$ cat config.mk
export PLATFORM = sky130hd
export DESIGN_NAME = vector_carry_mask_packer
export DESIGN_NICKNAME = d
export VERILOG_FILES = /design/src/rtl/vector_pkg.sv /design/src/rtl/mask_fragment_placer.sv /design/src/rtl/vector_carry_mask_packer.sv
export SDC_FILE = /design/constraint.sdc
export NUM_CORES = 1
export LEC_CHECK = 0
export CAP_MARGIN = 20
export CORE_MARGIN = 3
export CORE_UTILIZATION = 45
export DETAILED_ROUTE_END_ITERATION = 7
export GPL_ROUTABILITY_DRIVEN = 0
export PLACE_DENSITY_LB_ADDON = 0.12
export SETUP_SLACK_MARGIN = 0.5
export SYNTH_ARGS = -nofsm -noshare
export SYNTH_HDL_FRONTEND = slang
export SYNTH_SLANG_ARGS = --single-unit
$ cat constraint.sdc
create_clock -name clk_i -period 9.7 [get_ports clk_i]
set_input_delay 1.94 -clock clk_i [delete_from_list [all_inputs] [get_ports clk_i]]
set_output_delay 1.94 -clock clk_i [all_outputs]
set_load 0.005 [all_outputs]
$ cat src/rtl/vector_pkg.sv
// ============================================================================
// vector_pkg
//   Shared SEW encodings, mask-packer state type and lane-count helper.
//   Rev 1.0
// ============================================================================
`default_nettype none

package vector_pkg;

  localparam int MASK_W = 64;

  localparam logic [1:0] SEW_8  = 2'b00;
  localparam logic [1:0] SEW_16 = 2'b01;
  localparam logic [1:0] SEW_32 = 2'b10;
  localparam logic [1:0] SEW_64 = 2'b11;

  typedef enum logic [1:0] {
    ST_IDLE    = 2'd0,
    ST_COLLECT = 2'd1,
    ST_OUTPUT  = 2'd2
  } mask_packer_state_t;

  // Mask bits carried per adder fragment: one per element in a 64-bit chunk.
  function automatic logic [3:0] sew_lanes(input logic [1:0] vsew);
    return 4'd8 >> vsew;
  endfunction

endpackage

`default_nettype wire

$ cat src/rtl/mask_fragment_placer.sv
// ============================================================================
// mask_fragment_placer
//   Scatters one adder carry fragment to mask positions ptr..ptr+n-1 (< vl).
//   Rev 1.0
// ============================================================================
`default_nettype none

module mask_fragment_placer #(
  parameter int MASK_W = 64,
  parameter int VL_W   = 7
) (
  input  logic [7:0]        frag_i,
  input  logic [6:0]        ptr,
  input  logic [VL_W-1:0]   vl,
  input  logic [1:0]        vsew,
  output logic [MASK_W-1:0] wr_en_o,
  output logic [MASK_W-1:0] wr_data_o
);
  import vector_pkg::*;

  logic [3:0] w_lanes;

  assign w_lanes = sew_lanes(vsew);

  // Each mask bit picks the fragment lane at its offset from ptr, if that
  // lane exists for this SEW and the bit lies below vl.
  for (genvar i = 0; i < MASK_W; i++) begin : g_bit
    localparam logic [7:0] c_IDX = 8'(i);
    logic [7:0] w_off;

    assign w_off        = c_IDX - 8'(ptr);
    assign wr_en_o[i]   = (c_IDX >= 8'(ptr)) && (w_off < 8'(w_lanes)) && (c_IDX < 8'(vl));
    assign wr_data_o[i] = wr_en_o[i] & frag_i[w_off[2:0]];
  end

endmodule

`default_nettype wire

$ cat src/rtl/vector_carry_mask_packer.sv
// ============================================================================
// vector_carry_mask_packer
//   Collects per-chunk vmadc/vmsbc carry fragments into one mask word.
//   Rev 1.0
// ============================================================================
`default_nettype none

module vector_carry_mask_packer #(
  parameter int MASK_W = 64,
  parameter int VL_W   = 7
) (
  input  logic              clk_i,
  input  logic              rsn_i,
  input  logic              flush_i,
  input  logic              start_i,
  input  logic [VL_W-1:0]   vl_i,
  input  logic [1:0]        vsew_i,
  input  logic              frag_valid_i,
  output logic              frag_ready_o,
  input  logic [7:0]        frag_i,
  output logic              mask_valid_o,
  input  logic              mask_ready_i,
  output logic [MASK_W-1:0] mask_o,
  output logic              busy_o
);
  import vector_pkg::*;

  localparam int              c_PTR_W  = 7;
  localparam logic [VL_W-1:0] c_VL_MAX = VL_W'(MASK_W);

  mask_packer_state_t r_state;
  logic [c_PTR_W-1:0] r_ptr;
  logic [VL_W-1:0]    r_vl;
  logic [1:0]         r_vsew;
  logic [MASK_W-1:0]  r_acc;

  logic [VL_W-1:0]    w_vl_clamp;
  logic [3:0]         w_lanes;
  logic               w_last;
  logic [MASK_W-1:0]  w_wr_en;
  logic [MASK_W-1:0]  w_wr_data;

  assign w_vl_clamp = (vl_i > c_VL_MAX) ? c_VL_MAX : vl_i;
  assign w_lanes    = sew_lanes(r_vsew);
  assign w_last     = (8'(r_ptr) + 8'(w_lanes)) >= 8'(r_vl);

  mask_fragment_placer #(
    .MASK_W (MASK_W),
    .VL_W   (VL_W)
  ) u_placer (
    .frag_i    (frag_i),
    .ptr       (r_ptr),
    .vl        (r_vl),
    .vsew      (r_vsew),
    .wr_en_o   (w_wr_en),
    .wr_data_o (w_wr_data)
  );

  always_ff @(posedge clk_i or negedge rsn_i) begin
    if (!rsn_i) begin
      r_state <= ST_IDLE;
      r_ptr   <= '0;
      r_vl    <= '0;
      r_vsew  <= '0;
      r_acc   <= '0;
    end else if (flush_i) begin
      r_state <= ST_IDLE;
      r_ptr   <= '0;
      r_acc   <= '0;
    end else begin
      case (r_state)
        ST_IDLE: begin
          if (start_i) begin
            r_vl    <= w_vl_clamp;
            r_vsew  <= vsew_i;
            r_ptr   <= '0;
            r_acc   <= '0;
            r_state <= (w_vl_clamp == '0) ? ST_OUTPUT : ST_COLLECT;
          end
        end
        ST_COLLECT: begin
          if (frag_valid_i) begin
            r_acc <= (r_acc & ~w_wr_en) | w_wr_data;
            r_ptr <= r_ptr + c_PTR_W'(w_lanes);
            if (w_last) begin
              r_state <= ST_OUTPUT;
            end
          end
        end
        ST_OUTPUT: begin
          // The word leaves with the handshake; the cleared acc keeps mask_o
          // at zero while idle.
          if (mask_ready_i) begin
            r_state <= ST_IDLE;
            r_acc   <= '0;
          end
        end
        default: r_state <= ST_IDLE;
      endcase
    end
  end

  assign frag_ready_o = (r_state == ST_COLLECT);
  assign mask_valid_o = (r_state == ST_OUTPUT);
  assign busy_o       = (r_state != ST_IDLE);
  assign mask_o       = r_acc;

endmodule

`default_nettype wire

==> results summary <==
The startpoint identified for the worst register-to-register timing path is r_ptr[2]. The worst ir drop on vdd is 0.150 mV. In this run the worst path has a maximum fanout of 40. The die area is 19,700 µm². The standard cell core area came out at 17,500 µm².

The worst reg-to-reg setup slack came out at 5.76 ns. STA puts the critical path data required time at 9.99 ns. The library cell used most frequently in the layout, excluding fill and tap cells, is sky130_fd_sc_hd__nand2_1.

The buffer and inverter count on the worst path is 2. Traced cell by cell, the critical path runs through clkdlybuf4s50_1, nor3b_1, and2_1, buf_4, nand2_1, or4_1, nand2_1. The arrival time at the worst endpoint is 4.45 ns.

Sorting the synthesized cells by area gives the leading types as sky130_fd_sc_hd__dfrtp_1 25%, sky130_fd_sc_hd__ha_1 9.2%, sky130_fd_sc_hd__a21oi_1 5.3%. After detailed routing, the number of remaining DRC violations is 0. The via density per instance came out at 6.60.

Counting flops with a built-in enable in the synthesized netlist gives 0. The root buffer cell chosen for the clock tree is sky130_fd_sc_hd__clkbuf_16. TritonCTS built the clock tree. The residual antenna-violating net count after detailed routing came out at 0.

After layout, the design draws a total of 2100 µW. After technology mapping, the gate count stands at 1,020. The post-synthesis to final-layout area growth is 15.9%. The worst slew margin relative to its limit is 0.263. The static leakage power is 0.00389 µW.

The slowest library cell on the worst path is sky130_fd_sc_hd__or4_1. The worst setup path is captured at a register. The mean area per synthesized cell is 7.98 µm². In this run the number of H-tree levels came out at 3.

No sink is reached through more buffers than the 2 on the longest clock path. The portion of synthesized cell area occupied by the leading cell type came out at 0.252. The number of inserted diodes came out at 0. The number of max-slew violations in the final report came out at 0.

The worst hold path terminates at mask_o[63]. Global routing finished with a remaining overflow of 0. After clock tree synthesis, the clock-pin slew on the worst setup and hold paths is 0.06 ns. The final wirelength came out at 30,500 µm. In this run the most critical hold path is launched from mask_o[63]. Setup violations remaining at the end of the flow were counted as 0. The flip-flop and latch count after synthesis came out at 82.

In the final layout, the share of cells above drive strength 1 is 0.0663. The element type at the critical path start is a primary input. The boundary pin count is 90. Dividing total power by cell area gives a power density of 223 nW/µm².

The depth of the critical timing path with buffers and inverters included is 7. Broken down by cell family, the worst path's largest delay share belongs to simple AND/OR/NAND/NOR gates. The clock latency on the worst-skew pair is 0.35 ns. The setup skew after layout came out at 0.00525 ns. The total of cells resized after clock tree synthesis is 0. The number of CTS-inserted buffers is 9. The maximum cell stage delay along the critical path is 0.59 ns. The half-perimeter wire length of the detailed placement result is 22,000 µm. The worst reg2reg path depth came out at 11. The final layout net count came out at 1,149. The area of the mapped netlist is 8140 µm².

Summed over all instances, the cell type with the most area after synthesis is sky130_fd_sc_hd__dfrtp_1. The height of the die is 140 µm. The part of the Yosys area used for sequential elements came out at 0.252. The path class of the tightest hold or removal check is reg -> reg. In the finished design, the share of the clock period the worst path needs comes to 0.428.

For this run, the total global-route usage over all layers was measured as 0.304. The via count of the first global-routing pass is 8,044. The first-pass GRT wire length came out at 47,200 µm. The tool flagged a number of max-cap violations equal to 0. The aggregate negative setup slack came out at 0 ns.

In this design, the critical path's most frequently occurring cell is sky130_fd_sc_hd__nand2_1. The proportion of synthesized flip-flops having asynchronous set or reset is 1.00. The count of synthesis-stage warnings from yosys is 0. The via total after detailed routing is 8,559.

The final period demand of the worst path came out at 4.16 ns. The clock net in this run drives a total of 82 sinks. The highest attainable clock frequency is 241 MHz. The routed wire length per instance is 23.5 µm. Setup repair after global routing left no endpoint under its margin. The flow ran to the end, and the final reports show no timing, DRC or antenna violations. The smallest hold slack is 0.495 ns.

For this run, the share of the core covered by cells in the final layout is 0.539. The hold buffer count at CTS is 0. The number of distinct library cells after synthesis is 77. The die boundary width is 140 µm. The library cells used most frequently in the layout, excluding fill and tap cells, are 109 x sky130_fd_sc_hd__nand2_1, 88 x sky130_fd_sc_hd__clkdlybuf4s50_1, 85 x sky130_fd_sc_hd__a21oi_1. The number of DRC violations after detailed-routing iteration 0 is 1,230.

For the pin with the worst max-slew slack, the measured transition is 1.10 ns. The setup path with the least slack is of type in -> reg. The most used flip-flop cell after synthesis is sky130_fd_sc_hd__dfrtp_1. The hold-critical path depth is 1.

The number of buffers inserted by port buffering is 89. The post-CTS setup buffer count came out at 0. The pin count of the biggest net entering global routing is 79. The initial utilization of the core area, before any placement, comes to 0.466. The placement row count is 48.

The worst register-to-register path ends at mask_o[16]. The number of hold violations in the final report is 0. The number of nets in the synthesized netlist is 1,103.

The first TritonRoute pass finished after 6 iterations. The number of antenna violations at the first check in global routing came out at 0.
per-layer routing:
metal / global-route usage / routed length (µm) / vias to the layer above
met5: 0 / 0 / -
met1: 0.409 / 12600 / 4009
li1: - / - / 3881
met2: 0.450 / 12800 / 552
met3: 0.0727 / 3250 / 117
met4: 0.167 / 1870 / 0
synthesized netlist by cell type, drive strengths merged, types with 25 or more instances:
cell and instances:
o21ai 77, inv 56, buf 39, clkbuf 28
ha 60, a21oi 87, nand3 25, dfrtp 82
nand2 109, xnor2 37, nor2 45, a22o 32
power by group:
part           total (µW)  switching [µW]  internal, µW
sequential            451            83.9           367
clock                 378             151           227
combinational        1270             840           433
worst max path at each step:
stage	startpoint	to	slack, ns
after global placement	flush_i	mask_o[41]	5.31
after detailed placement	flush_i	mask_o[41]	5.22
after CTS	flush_i	mask_o[41]	5.58
after global routing	flush_i	mask_o[41]	5.35
final	flush_i	mask_o[41]	5.54
after floorplan	flush_i	mask_o[46]	6.37
sequential cells by signal (all words and copies together), names as in the netlist:
signal and flops:
mask_o 64, r_ptr 7, r_vl 7, r_state 2, r_vsew 2
through the flow:
stage | worst slack, ns | instances | area (µm²)
floorplan | 6.37 | 1020 | 8140
global placement | 5.31 | 1280 | 9110
detailed placement | 5.22 | 1280 | 9110
CTS | 5.58 | 1296 | 9430
global route | 5.35 | 1296 | 9430
finish | 5.54 | 1296 | 9430
kinds of logic (layout without fill, tap and decap cells):
logic type | Yosys count | count (layout) | share of synthesized area
and+or+nand+nor | 348 | 348 | 0.226
DFF | 82 | 82 | 0.252
muxes | 21 | 21 | 0.0398
AOI/OAI and AO/OA | 342 | 342 | 0.279
buffers and inverters | 124 | 175 | 0.0646
adders and majority gates | 61 | 61 | 0.0935
xor gates and xnor gates | 42 | 42 | 0.0452
cell type report:
cell class | instances | area, µm²
inverters | 57 | 214
multi-input cells | 814 | 5580
repair buffers | 102 | 986
fillers | 1696 | 8050
flip-flops and latches | 82 | 2050
clock buffers | 10 | 229
well taps | 225 | 282
clock inverters | 6 | 90.1
Note: power is estimated with default switching activity, not from simulation.
